File: config.mk
export PLATFORM = sky130hd
export DESIGN_NAME = rs_issue_flat
export DESIGN_NICKNAME = d
export VERILOG_FILES = /design/src/rtl/rs_issue_if.sv /design/src/rtl/rs_issue.sv /design/src/flat_wrapper.sv
export SDC_FILE = /design/constraint.sdc
export NUM_CORES = 1
export LEC_CHECK = 0
export BUFFER_PORTS_ARGS = -buffer_cell sky130_fd_sc_hd__buf_2
export CAP_MARGIN = 5
export CELL_PAD_IN_SITES_DETAIL_PLACEMENT = 1
export CELL_PAD_IN_SITES_GLOBAL_PLACEMENT = 2
export CORE_ASPECT_RATIO = 1.75
export CORE_UTILIZATION = 27
export CTS_BUF_LIST = sky130_fd_sc_hd__clkbuf_16
export DETAILED_ROUTE_END_ITERATION = 8
export HOLD_SLACK_MARGIN = 0.08
export PLACE_DENSITY = 0.8
export RECOVER_POWER = 25
export SETUP_SLACK_MARGIN = 0.05
export SKIP_CTS_REPAIR_TIMING = 1
export SLEW_MARGIN = 15
export SYNTH_ARGS = -nofsm -noshare
export SYNTH_HDL_FRONTEND = slang
export SYNTH_SLANG_ARGS = --single-unit
File: constraint.sdc
create_clock -name clock -period 4.8 [get_ports clock]
set_input_delay 0.48 -clock clock [delete_from_list [all_inputs] [get_ports clock]]
set_output_delay 0.48 -clock clock [all_outputs]
set_load 0.005 [all_outputs]
File: src/rtl/rs_issue_if.sv
// Shared packet type and the RS/FU-facing bundle of the issue stage.
// The master drives RS contents, lane readiness and branch resolution; the slave is rs_issue.
package rs_issue_pkg;
    localparam int B_MASK_W = 4;

    typedef struct packed {
        logic [7:0]          tag;
        logic [B_MASK_W-1:0] b_mask;
        logic                Source1_ready;
        logic                Source2_ready;
    } rs_pkt_t;
endpackage

interface rs_issue_if #(
    parameter int RS_SZ = 8,
    parameter int N     = 2
);
    import rs_issue_pkg::*;

    rs_pkt_t [RS_SZ-1:0]    rs_data;
    logic    [RS_SZ-1:0]    rs_valid_next;
    logic    [RS_SZ-1:0]    rs_data_issuing;
    logic    [N-1:0]        lane_ready;
    rs_pkt_t [N-1:0]        issue_pkts;
    logic    [N-1:0]        issue_valid;
    logic    [B_MASK_W-1:0] b_mm_resolve;
    logic                   b_mm_mispred;

    modport master (
        output rs_data, rs_valid_next, lane_ready, b_mm_resolve, b_mm_mispred,
        input  rs_data_issuing, issue_pkts, issue_valid
    );

    modport slave (
        input  rs_data, rs_valid_next, lane_ready, b_mm_resolve, b_mm_mispred,
        output rs_data_issuing, issue_pkts, issue_valid
    );
endinterface

File: src/rtl/rs_issue.sv
// Round-robin selection of up to N operand-ready RS entries into N issue-lane registers,
// with per-lane valid/ready handshake and branch-mispredict squash of held packets.
module rs_issue
    import rs_issue_pkg::*;
#(
    parameter int RS_SZ    = 8,
    parameter int N        = 2,
    parameter int PTR_BITS = $clog2(RS_SZ)
) (
    input  logic       clock,
    input  logic       reset,
    rs_issue_if.slave  bus
);

    function automatic logic squash(input rs_pkt_t p, input logic [B_MASK_W-1:0] resolve,
                                    input logic mispred);
        return mispred & (|(p.b_mask & resolve));
    endfunction

    function automatic rs_pkt_t clear_resolved(input rs_pkt_t p, input logic [B_MASK_W-1:0] resolve);
        rs_pkt_t q;
        q        = p;
        q.b_mask = p.b_mask & ~resolve;
        return q;
    endfunction

    logic    [PTR_BITS-1:0] r_rr_ptr;
    logic    [N-1:0]        r_lane_v;
    rs_pkt_t [N-1:0]        r_lane_pkt;

    logic    [RS_SZ-1:0]    w_cand;
    logic    [N-1:0]        w_lane_free;
    logic    [RS_SZ-1:0]    w_issuing;
    logic    [N-1:0]        w_lane_grant;
    logic    [PTR_BITS-1:0] w_lane_sel [N];
    logic    [PTR_BITS-1:0] w_last_idx;
    logic                   w_any_grant;

    always_comb begin
        for (int i = 0; i < RS_SZ; i++) begin
            w_cand[i] = bus.rs_valid_next[i] & bus.rs_data[i].Source1_ready
                                             & bus.rs_data[i].Source2_ready;
        end
        w_lane_free = ~r_lane_v | bus.lane_ready;
    end

    // Walk the RS from rr_ptr with wrap; each candidate takes the next free lane above the
    // last one handed out, so the k-th candidate lands in the k-th free lane.
    always_comb begin
        int   idx;
        int   lane_cur;
        logic granted;
        // NOTE: combinational temporaries use blocking '=' so each loop iteration sees the
        // previous iteration's result; registers below use '<=' only.
        idx          = 0;
        lane_cur     = 0;
        granted      = 1'b0;
        w_issuing    = '0;
        w_lane_grant = '0;
        w_last_idx   = r_rr_ptr;
        w_any_grant  = 1'b0;
        for (int l = 0; l < N; l++) begin
            w_lane_sel[l] = '0;
        end
        for (int k = 0; k < RS_SZ; k++) begin
            idx = int'(r_rr_ptr) + k;
            if (idx >= RS_SZ) begin
                idx = idx - RS_SZ;
            end
            if (w_cand[idx]) begin
                granted = 1'b0;
                for (int l = 0; l < N; l++) begin
                    if (!granted && l >= lane_cur && w_lane_free[l]) begin
                        w_lane_grant[l] = 1'b1;
                        w_lane_sel[l]   = PTR_BITS'(idx);
                        lane_cur        = l + 1;
                        granted         = 1'b1;
                    end
                end
                if (granted) begin
                    w_issuing[idx] = 1'b1;
                    w_last_idx     = PTR_BITS'(idx);
                    w_any_grant    = 1'b1;
                end
            end
        end
    end

    assign bus.rs_data_issuing = reset ? '0 : w_issuing;

    always_ff @(posedge clock) begin
        if (reset) begin
            // NOTE: the lane packet registers are cleared on reset too, so issue_pkts reads
            // as all-zero afterwards rather than leftover contents.
            r_rr_ptr   <= '0;
            r_lane_v   <= '0;
            r_lane_pkt <= '0;
        end else begin
            for (int l = 0; l < N; l++) begin
                if (w_lane_grant[l]) begin
                    r_lane_pkt[l] <= clear_resolved(bus.rs_data[w_lane_sel[l]], bus.b_mm_resolve);
                    r_lane_v[l]   <= 1'b1;
                end else if (r_lane_v[l] && !bus.lane_ready[l]) begin
                    r_lane_pkt[l] <= clear_resolved(r_lane_pkt[l], bus.b_mm_resolve);
                    r_lane_v[l]   <= ~squash(r_lane_pkt[l], bus.b_mm_resolve, bus.b_mm_mispred);
                end else begin
                    r_lane_v[l]   <= 1'b0;
                end
            end
            if (w_any_grant) begin
                r_rr_ptr <= (int'(w_last_idx) == RS_SZ - 1) ? '0 : w_last_idx + 1'b1;
            end
        end
    end

    always_comb begin
        for (int l = 0; l < N; l++) begin
            bus.issue_valid[l] = r_lane_v[l]
                               & ~squash(r_lane_pkt[l], bus.b_mm_resolve, bus.b_mm_mispred);
        end
    end

    assign bus.issue_pkts = r_lane_pkt;

endmodule
File: src/flat_wrapper.sv
// flat-port wrapper written by rule: the top's interface ports become plain ports
module rs_issue_flat import rs_issue_pkg::*;
#(
    parameter int RS_SZ    = 8,
    parameter int N        = 2,
    parameter int PTR_BITS = $clog2(RS_SZ)
)
  (clock, reset, bus_rs_data, bus_rs_valid_next, bus_lane_ready, bus_b_mm_resolve, bus_b_mm_mispred, bus_rs_data_issuing, bus_issue_pkts, bus_issue_valid);
  rs_issue_if #(.RS_SZ(RS_SZ), .N(N)) bus_i ();
  input  logic clock;
  input  logic reset;
  input wire logic [$bits(bus_i.rs_data)-1:0] bus_rs_data;
  input wire logic [$bits(bus_i.rs_valid_next)-1:0] bus_rs_valid_next;
  input wire logic [$bits(bus_i.lane_ready)-1:0] bus_lane_ready;
  input wire logic [$bits(bus_i.b_mm_resolve)-1:0] bus_b_mm_resolve;
  input wire logic [$bits(bus_i.b_mm_mispred)-1:0] bus_b_mm_mispred;
  output wire logic [$bits(bus_i.rs_data_issuing)-1:0] bus_rs_data_issuing;
  output wire logic [$bits(bus_i.issue_pkts)-1:0] bus_issue_pkts;
  output wire logic [$bits(bus_i.issue_valid)-1:0] bus_issue_valid;
  assign bus_i.rs_data = bus_rs_data;
  assign bus_i.rs_valid_next = bus_rs_valid_next;
  assign bus_i.lane_ready = bus_lane_ready;
  assign bus_i.b_mm_resolve = bus_b_mm_resolve;
  assign bus_i.b_mm_mispred = bus_b_mm_mispred;
  assign bus_rs_data_issuing = bus_i.rs_data_issuing;
  assign bus_issue_pkts = bus_i.issue_pkts;
  assign bus_issue_valid = bus_i.issue_valid;
  rs_issue #(.RS_SZ(RS_SZ), .N(N), .PTR_BITS(PTR_BITS)) u_core (.clock(clock), .reset(reset), .bus(bus_i));
endmodule
==> metrics.md, run 1 <==
| Metric | Value |
|---|---|
| Status | `finished, final reports clean` |
| Row Count | `69` |
| Worst R2R End | `u_core.bus.issue_pkts[23]$_SDFFE_PP0P_` |
| First-pass detailed-route iteration total | `4` |
| Worst slack at placement | `roughly 49 ps` |
| Mapped Cells | `707` |
| Pin count of the biggest net entering global routing | `around 40` |
| WP data arrival | `4820 ps` |
| Post-DRT Antenna Nets | `0` |
| Crit Path Category | `register to register` |
| Congestion Overflow GR | `0` |
| IO Port Bufs | `166` |
| Yosys warnings | `0` |
| Top delay family on crit path | `compound AO/OA/AOI/OAI gates` |
| Die height | `192 um` |
| Latest clock arrival within the worst-skew pair | `between 200 and 300 ps` |
| Avg Inst Size Synth | `7.88 um2` |
| DR iter-0 viols | `289` |
| Reg2reg path depth | `14` |
| I/O pin cnt | `around 170` |
| Max clock buf depth | `2` |
| Setup Skew | `8.03 ps` |
| Commonest non-fill, non-tap cells in the layout | `buf_2, mux2i_1, buf_4, nand2_1, a21oi_1` |
| Syn Nets | `847` |
| Reg-to-reg slack, setup | `160 ps` |
| Clock transition time at the flip-flop clock pins of the worst setup and hold paths | `roughly 60 ps` |
| Worst hold path cell count | `1` |
| CP startpoint kind | `register` |
| Final net count | `1031` |
| Worst setup margin | `160 ps` |
| Hpwl dp | `21800 um` |
| RSZ-0062 raised after global routing | `yes` |
| Final Max Slew Viols | `0` |
| CP max-delay cell | `mux4_2` |
| Min-delay src | `u_core.bus.issue_pkts[25]$_SDFFE_PP0P_` |
| Clock period minus worst slack | `4640 ps` |
| Register area share after synthesis | `11.9%` |
| Cell Chain, Critical Path | `buf_4 -> buf_6 -> o21ai_0 -> mux4_2 -> buf_4 -> nor2_1 -> a22oi_1 -> o21ai_0 -> and2_1 -> a21o_2 -> buf_12 -> mux2i_1 -> a221oi_1 -> a211o_1` |
| TritonCTS clock tree | `done` |
| First-pass GRT wire length | `approximately 41000 um` |
| Max-slew headroom | `46.0%` |
| Max frequency | `~220 MHz` |
| Vias in the first global route | `7373` |
| Clock buffer count from CTS | `5` |
| Final Cycle Share | `96.7%` |
| Final setup vio count | `0` |
| N_diodes | `0` |
| CP peak stage delay | `640 ps` |
| Drt drc | `0` |
| Synthesized area | `between 5000 and 6000 um2` |
| Via count | `7041` |
| Via/cell ratio | `between 6 and 7` |
| Depth of the CTS H-tree | `2` |
| Ys flop type | `dfxtp_1` |
| Die footprint | `around 21000 um2` |
| Core area | `20300 um2` |
| Commonest non-fill, non-tap cell in the layout | `buf_2` |
| Setup TNS | `0 ps` |
| P&R area growth vs syn | `32.0%` |
| Distinct cell type count after synthesis | `83` |
| Detailed-route wire length per cell | `between 20 and 25 um` |
| Critical path data required time | `around 5000 ps` |
| Total Routed Length | `27200 um` |
| GR Util All Layers | `25.0%` |
| CTS Root Buffer Type | `clkbuf_16` |
| Fin. Hold Viols | `0` |
| Post-synthesis async set-or-reset flop share | `0%` |
| Count of buffer and inverter cells on the critical path | `4` |
| Antenna violations before repair | `0` |
| Num Clock Sinks | `33` |
| GPL Wtd Cong | `0.980` |
| R2r startpoint | `u_core.r_rr_ptr[0]$_SDFFE_PP0P_` |
| Max_cap viols | `0` |
| Hold EP | `u_core.bus.issue_pkts[25]$_SDFFE_PP0P_` |
| Worst Path Max Fanout | `31` |
| CP Capture Type | `register` |
| Worst Hold Class | `register to register` |
| Die width | `111 um` |
| Worst slew pin tran | `802 ps` |
| Initial Util | `27.4%` |
| Post-synth EDFFs | `0` |
| Share of layout cells above drive strength 1 | `~34%` |
| Flop and latch count out of synthesis | `33` |
-- flip-flops by register name, summed over array words and instances (netlist names) --
signal,cells
u_core.r_lane_v,2
u_core.r_rr_ptr,3
u_core.bus.issue_pkts,28
-- metal layers --
layer  part of all wire [%]  routed length, um  global-route usage, %
met5                      0                  0                      0
met3                    5.4               1480                   4.04
met4                    7.4               2020                   17.6
met1                     34               9310                   24.3
met2                     53              14400                   47.8
-- cells by family after synthesis --
kind of cell               synth area share [%]
AOI/OAI and AO/OA                          38.1
xor gates and xnor gates                   1.39
adders and majority gates                  2.67
buffers and inverters                      6.58
DFF                                        11.9
muxes                                      20.7
and+or+nand+nor                            18.7
-- synthesized netlist by cell type, types with 17 or more instances --
library cell	instances	area [um2]
buf_2	23	115
nor2_1	40	150
nand3_1	19	95.1
o21ai_0	26	130
a211oi_1	17	128
a221oi_1	27	236
a21oi_1	41	205
a22oi_1	25	188
mux2i_1	78	781
nand2_1	54	203
clkbuf_1	29	109
dfxtp_1	33	661
-- worst register-to-register path, delay by kind of cell (launching register included) --
| kind | cells | cell delay [ps] |
|---|---|---|
| compound gates | 6 | 1460 |
| simple gates | 2 | 670 |
| buf+inv | 4 | 1020 |
| mux | 2 | 1030 |
| flops | 1 | 340 |
-- metrics by stage --
stage | utilization, % | hold WS (ps) | cell area [um2] | instances
after floorplan | - | 461 | 5570 | 707
after global placement | 34.1 | 446 | 6920 | 1122
after detailed placement | 34.1 | 448 | 6920 | 1122
after CTS | 35.1 | 452 | 7110 | 1130
after global routing | 36.2 | 464 | 7350 | 1140
final | 36.2 | 462 | 7350 | 1140
-- cell type report --
type,count,area [um2]
well taps,248,310
flip-flops and latches,33,662
repair buffers,237,1410
inverters,18,67.6
fillers,2498,12900
multi-input cells,596,4720
clock buffers,5,125
clock inverters,3,65.1
-- worst max path at each step --
| stage | endpoint | cells after the start | slack, ps | startpoint |
|---|---|---|---|---|
| after floorplan | bus_rs_data_issuing[2] | 17 | 130 | u_core.r_rr_ptr[0]$_SDFFE_PP0P_ |
| after global placement | u_core.bus.issue_pkts[16]$_SDFFE_PP0P_ | 14 | 130 | u_core.r_rr_ptr[0]$_SDFFE_PP0P_ |
| after detailed placement | u_core.bus.issue_pkts[17]$_SDFFE_PP0P_ | 14 | 50 | u_core.r_rr_ptr[0]$_SDFFE_PP0P_ |
| after CTS | bus_rs_data_issuing[6] | 14 | -250 | u_core.r_rr_ptr[0]$_SDFFE_PP0P_ |
| after global routing | bus_rs_data_issuing[6] | 15 | 2 | u_core.r_rr_ptr[1]$_SDFFE_PP0P_ |
| final | u_core.bus.issue_pkts[23]$_SDFFE_PP0P_ | 14 | 160 | u_core.r_rr_ptr[0]$_SDFFE_PP0P_ |
Power of run 1 is left out: the tool's default activity adds up to more than one toggle a clock period on the data nets, which glitch-free logic cannot reach.
==> run 2: changes to the inputs <==
--- a/config.mk
+++ b/config.mk
@@ -16,6 +16,7 @@
 export HOLD_SLACK_MARGIN = 0.08
 export PLACE_DENSITY = 0.8
 export RECOVER_POWER = 25
+export REMOVE_ABC_BUFFERS = 1
 export SETUP_SLACK_MARGIN = 0.05
 export SKIP_CTS_REPAIR_TIMING = 1
 export SLEW_MARGIN = 15
==> metrics.md, run 2 (same netlist as run 1, synthesis figures left out) <==
| Metric | Value |
|---|---|
| Status | `finished, final reports clean (unchanged)` |
| Worst slew pin tran | `1070 ps (was 802 ps)` |
| Drt drc | `0 (unchanged)` |
| First-pass GRT wire length | `41500 um (about the same)` |
| Fin. Hold Viols | `0 (unchanged)` |
| Post-DRT Antenna Nets | `0 (unchanged)` |
| GPL Wtd Cong | `0.933 (was 0.980)` |
| Fin cells | `1162 (was 1140)` |
| Worst hold slack | `454 ps (was 462 ps)` |
| N_diodes | `0 (unchanged)` |
| CP Capture Type | `primary output (was register)` |
| Worst slack at placement | `154 ps (was 49.3 ps)` |
| Max-slew headroom | `28.2% (was 46.0%)` |
| Pin count of the biggest net entering global routing | `38 (was 41)` |
| Fill cells | `2539 (was 2498)` |
| Max_cap viols | `0 (unchanged)` |
| Hpwl dp | `22300 um (was 21800 um)` |
| Worst Hold Class | `primary input to register (was register to register)` |
| Worst setup margin | `215 ps (was 160 ps)` |
| Placed cell count | `1147 (was 1122)` |
| Commonest non-fill, non-tap cells in the layout | `buf_2, buf_4, mux2i_1, nand2_1, a21oi_1 (was buf_2, mux2i_1, buf_4, nand2_1, a21oi_1)` |
| Setup TNS | `0 ps (unchanged)` |
| I/O pin cnt | `167 (unchanged)` |
| Clock buffer count from CTS | `5 (unchanged)` |
| CP startpoint kind | `register (unchanged)` |
| Setup Skew | `8.02 ps (was 8.03 ps)` |
| WP data arrival | `4110 ps (was 4820 ps)` |
| Clock period minus worst slack | `4590 ps (was 4640 ps)` |
| Via count | `7023 (was 7041)` |
| Initial Util | `27.4% (unchanged)` |
| P&R area growth vs syn | `33.8% (was 32.0%)` |
| Die height | `192 um (unchanged)` |
| Final Cycle Share | `95.5% (was 96.7%)` |
| Die footprint | `21200 um2 (unchanged)` |
| Num Clock Sinks | `33 (unchanged)` |
| Via/cell ratio | `6.04 (was 6.18)` |
| Die width | `111 um (unchanged)` |
| Share of layout cells above drive strength 1 | `34.9% (was 34.4%)` |
| DR iter-0 viols | `311 (was 289)` |
| Final setup vio count | `0 (unchanged)` |
| Detailed-route wire length per cell | `23.5 um (was 23.9 um)` |
| Max reg flops | `28 (unchanged)` |
| Final net count | `1053 (was 1031)` |
| Latest clock arrival within the worst-skew pair | `290 ps (was 280 ps)` |
| Depth of the CTS H-tree | `2 (unchanged)` |
| Congestion Overflow GR | `0 (unchanged)` |
| Final Max Slew Viols | `0 (unchanged)` |
| Critical path data required time | `4320 ps (was 4980 ps)` |
| Commonest non-fill, non-tap cell in the layout | `buf_2 (unchanged)` |
| First-pass detailed-route iteration total | `4 (unchanged)` |
| Antenna violations before repair | `0 (unchanged)` |
| CTS Root Buffer Type | `clkbuf_16 (unchanged)` |
| Core area | `20300 um2 (unchanged)` |
| Vias in the first global route | `7446 (was 7373)` |
| Total Routed Length | `27300 um (was 27200 um)` |
| Max frequency | `218 MHz (was 216 MHz)` |
| Worst Path Max Fanout | `11 (was 31)` |
| Max clock buf depth | `2 (unchanged)` |
| IO Port Bufs | `166 (unchanged)` |
| GR Util All Layers | `25.1% (was 25.0%)` |
| TritonCTS clock tree | `done (unchanged)` |
| RSZ-0062 raised after global routing | `yes (unchanged)` |
| Crit Path Category | `register to primary output (was register to register)` |
| Reg-to-reg slack, setup | `210 ps (was 160 ps)` |
| Row Count | `69 (unchanged)` |
| Clock transition time at the flip-flop clock pins of the worst setup and hold paths | `60 ps (about the same)` |
[run 2: critical path, cell delays in order (launching register included)]
cell	delay, ps
dfxtp_1	360
inv_1	110
ha_1	390
inv_1	140
o2111ai_1	220
and4_1	430
buf_4	250
nand3_1	140
o211ai_1	120
a211oi_2	350
a21oi_1	150
nor2_2	240
buf_4	180
a21o_1	170
mux2i_1	110
a221oi_1	300
buf_2	160
[run 2: worst paths after layout]
| check | startpoint | end | depth (start not counted) |
|---|---|---|---|
| setup / recovery | u_core.r_rr_ptr[1]$_SDFFE_PP0P_ | bus_rs_data_issuing[7] | 16 |
| hold / removal | bus_b_mm_resolve[0] | u_core.bus.issue_pkts[2]$_SDFFE_PP0P_ | 2 |
| setup reg to reg | u_core.r_rr_ptr[0]$_SDFFE_PP0P_ | u_core.bus.issue_pkts[22]$_SDFFE_PP0P_ | 15 |
| hold reg to reg | u_core.bus.issue_pkts[25]$_SDFFE_PP0P_ | u_core.bus.issue_pkts[25]$_SDFFE_PP0P_ | 1 |
[run 2: final cells by class]
| type | count | area, um2 | area share, % |
|---|---|---|---|
| clock inverters | 3 | 65.1 | 0.873 |
| well taps | 248 | 310 | 4.17 |
| inverters | 18 | 67.6 | 0.907 |
| repair buffers | 259 | 1560 | 20.9 |
| clock buffers | 5 | 125 | 1.68 |
| flip-flops and latches | 33 | 661 | 8.87 |
| multi-input cells | 596 | 4660 | 62.6 |
[run 2: through the flow]
stage | cell area (um2) | util [%]
after floorplan | 5270 | -
after global placement | 7110 | 35.0
after detailed placement | 7110 | 35.0
after CTS | 7300 | 36.0
after global routing | 7450 | 36.7
final | 7450 | 36.7
[run 2: routing by layer]
metal | track usage (%) | up-vias | part of all wire (%)
li1 | - | 3252 | -
met1 | 23.3 | 3405 | 33
met2 | 50.5 | 262 | 55
met3 | 3.82 | 104 | 4.7
met4 | 15.1 | 0 | 6.5
met5 | 0 | - | 0
Power of run 2 is left out for the same reason.
==> run 3: changes to the inputs <==
==> constraint.sdc (replaced) <==
create_clock -name clock -period 4.1 [get_ports clock]
set_input_delay 0.41 -clock clock [delete_from_list [all_inputs] [get_ports clock]]
set_output_delay 0.41 -clock clock [all_outputs]
set_load 0.005 [all_outputs]
==> metrics.md, run 3 (same netlist as run 1, synthesis figures left out) <==
| Metric | Value |
|---|---|
| Worst setup margin | `-508 ps (was 215 ps)` |
| Die width | `111 um (unchanged)` |
| Final Instance Area | `9690 um2 (was 7450 um2)` |
| Reg area | `666 um2 (was 661 um2)` |
| IO Port Bufs | `166 (unchanged)` |
| Setup Skew | `6.58 ps (was 8.02 ps)` |
| Latest clock arrival within the worst-skew pair | `290 ps (about the same)` |
| Total Routed Length | `33300 um (was 27300 um)` |
| WP data arrival | `4780 ps (was 4110 ps)` |
| I/O pin cnt | `167 (unchanged)` |
| DR iter-0 viols | `315 (was 311)` |
| Final net count | `1231 (was 1053)` |
| Worst Path Max Fanout | `6 (was 11)` |
| RSZ-0062 raised after global routing | `yes (unchanged)` |
| Initial Util | `27.4% (unchanged)` |
| Hpwl dp | `24800 um (was 22300 um)` |
| CP Capture Type | `register (was primary output)` |
| N_diodes | `0 (unchanged)` |
| GR Util All Layers | `27.3% (was 25.1%)` |
| Failing checks | `negative setup slack` |
| Core area | `20300 um2 (unchanged)` |
| Share of layout cells above drive strength 1 | `53.3% (was 34.9%)` |
| Clock period minus worst slack | `about 4600 ps` |
| Status | `finished with violations (was finished, final reports clean)` |
| Multi-input logic area | `5300 um2 (was 4660 um2)` |
| Dpl cell area | `8220 um2 (was 7110 um2)` |
| Commonest non-fill, non-tap cell in the layout | `buf_4 (was buf_2)` |
| Via count | `7954 (was 7023)` |
| Worst Hold Class | `primary input to register (unchanged)` |
| Row Count | `69 (unchanged)` |
| Detailed-route wire length per cell | `24.8 um (was 23.5 um)` |
| Max frequency | `217 MHz` |
| Worst slack at placement | `-603 ps (was 154 ps)` |
| Die height | `192 um (unchanged)` |
| First-pass GRT wire length | `45000 um (was 41500 um)` |
| CP startpoint kind | `register (unchanged)` |
| Max clock buf depth | `2 (unchanged)` |
| CTS Root Buffer Type | `clkbuf_16 (unchanged)` |
| Final setup vio count | `35 (was 0)` |
| Max reg flops | `28 (unchanged)` |
| Drt drc | `0 (unchanged)` |
| Critical path data required time | `4280 ps (was 4320 ps)` |
| Fill cells | `2425 (was 2539)` |
| Depth of the CTS H-tree | `2 (unchanged)` |
| Pin count of the biggest net entering global routing | `36 (was 38)` |
| Clock transition time at the flip-flop clock pins of the worst setup and hold paths | `60 ps (about the same)` |
| P&R area growth vs syn | `74.0% (was 33.8%)` |
| TritonCTS clock tree | `done (unchanged)` |
| Commonest non-fill, non-tap cells in the layout | `buf_4, buf_2, mux2i_1, nand2_1, nor2_1 (was buf_2, buf_4, mux2i_1, nand2_1, a21oi_1)` |
| Post-DRT Antenna Nets | `0 (unchanged)` |
| Max-slew headroom | `42.2% (was 28.2%)` |
| Crit Path Category | `register to register (was register to primary output)` |
| Congestion Overflow GR | `0 (unchanged)` |
| Vias in the first global route | `8279 (was 7446)` |
| Clock buffer count from CTS | `5 (unchanged)` |
| Die footprint | `21200 um2 (unchanged)` |
| Via/cell ratio | `5.94 (was 6.04)` |
| Fin. Hold Viols | `0 (unchanged)` |
| Final Cycle Share | `112%` |
| Antenna violations before repair | `0 (unchanged)` |
| Max_cap viols | `0 (unchanged)` |
| Num Clock Sinks | `33 (unchanged)` |
| First-pass detailed-route iteration total | `4 (unchanged)` |
| Final Max Slew Viols | `0 (unchanged)` |
| GPL Wtd Cong | `0.988 (was 0.933)` |
| Worst slew pin tran | `860 ps (was 1070 ps)` |
-- run 3: changes by cell type in the layout (fill, tap and decap cells not counted), sizes merged --
cell and delta:
buf +180, bufinv -2, clkbuf -2, clkinv -1, clkinvlp +1, inv +2
-- run 3: path summary, 6_finish.rpt --
check / startpoint / to / depth (start not counted) / slack, ps
worst max-delay path: u_core.r_rr_ptr[0]$_SDFFE_PP0P_ / u_core.bus.issue_pkts[16]$_SDFFE_PP0P_ / 19 / -510
worst min register to register: u_core.bus.issue_pkts[25]$_SDFFE_PP0P_ / u_core.bus.issue_pkts[25]$_SDFFE_PP0P_ / 1 / 460
worst max register to register: u_core.r_rr_ptr[0]$_SDFFE_PP0P_ / u_core.bus.issue_pkts[16]$_SDFFE_PP0P_ / 19 / -510
worst min-delay path: bus_b_mm_resolve[2] / u_core.bus.issue_pkts[4]$_SDFFE_PP0P_ / 2 / 400
-- run 3: final cells by class --
class	count	share of cell area (%)
flip-flops and latches	33	6.87
multi-input cells	596	54.7
inverters	18	0.723
clock inverters	3	0.155
repair buffers	437	33.1
well taps	248	3.20
clock buffers	5	1.29
-- run 3: through the flow --
step | util [%] | cells | hold slack, ps | TNS (ps)
2_1_floorplan | - | 647 | 461 | -90900
3_3_place_gp | 40.5 | 1285 | 446 | -8350
3_5_place_dp | 40.5 | 1285 | 450 | -9340
4_1_cts | 41.2 | 1293 | 411 | -13370
5_1_grt | 47.8 | 1340 | 418 | -13710
6_report | 47.8 | 1340 | 397 | -9430
-- run 3: worst max-delay path, stage by stage, from the launching register on --
cell and delay, ps:
dfxtp_4 390, inv_4 50, ha_4 300, clkbuf_16 140, buf_4 160, mux2i_1 230, mux4_2 350, nand4_4 140
buf_6 150, buf_4 140, nor3_1 690, nor4_1 140, buf_4 190, a22oi_2 190, a211oi_4 150, buf_4 200
o41ai_4 390, o31ai_4 130, buf_4 160, a32o_1 190
-- run 3: routing by layer --
| layer | up-vias | share of wire [%] | track usage, % |
|---|---|---|---|
| met5 | - | 0 | 0 |
| met4 | 0 | 9.5 | 21.8 |
| met3 | 151 | 4.1 | 3.50 |
| met2 | 313 | 54 | 54.4 |
| met1 | 3890 | 32 | 24.4 |
| li1 | 3600 | - | - |
Power of run 3 is left out for the same reason.
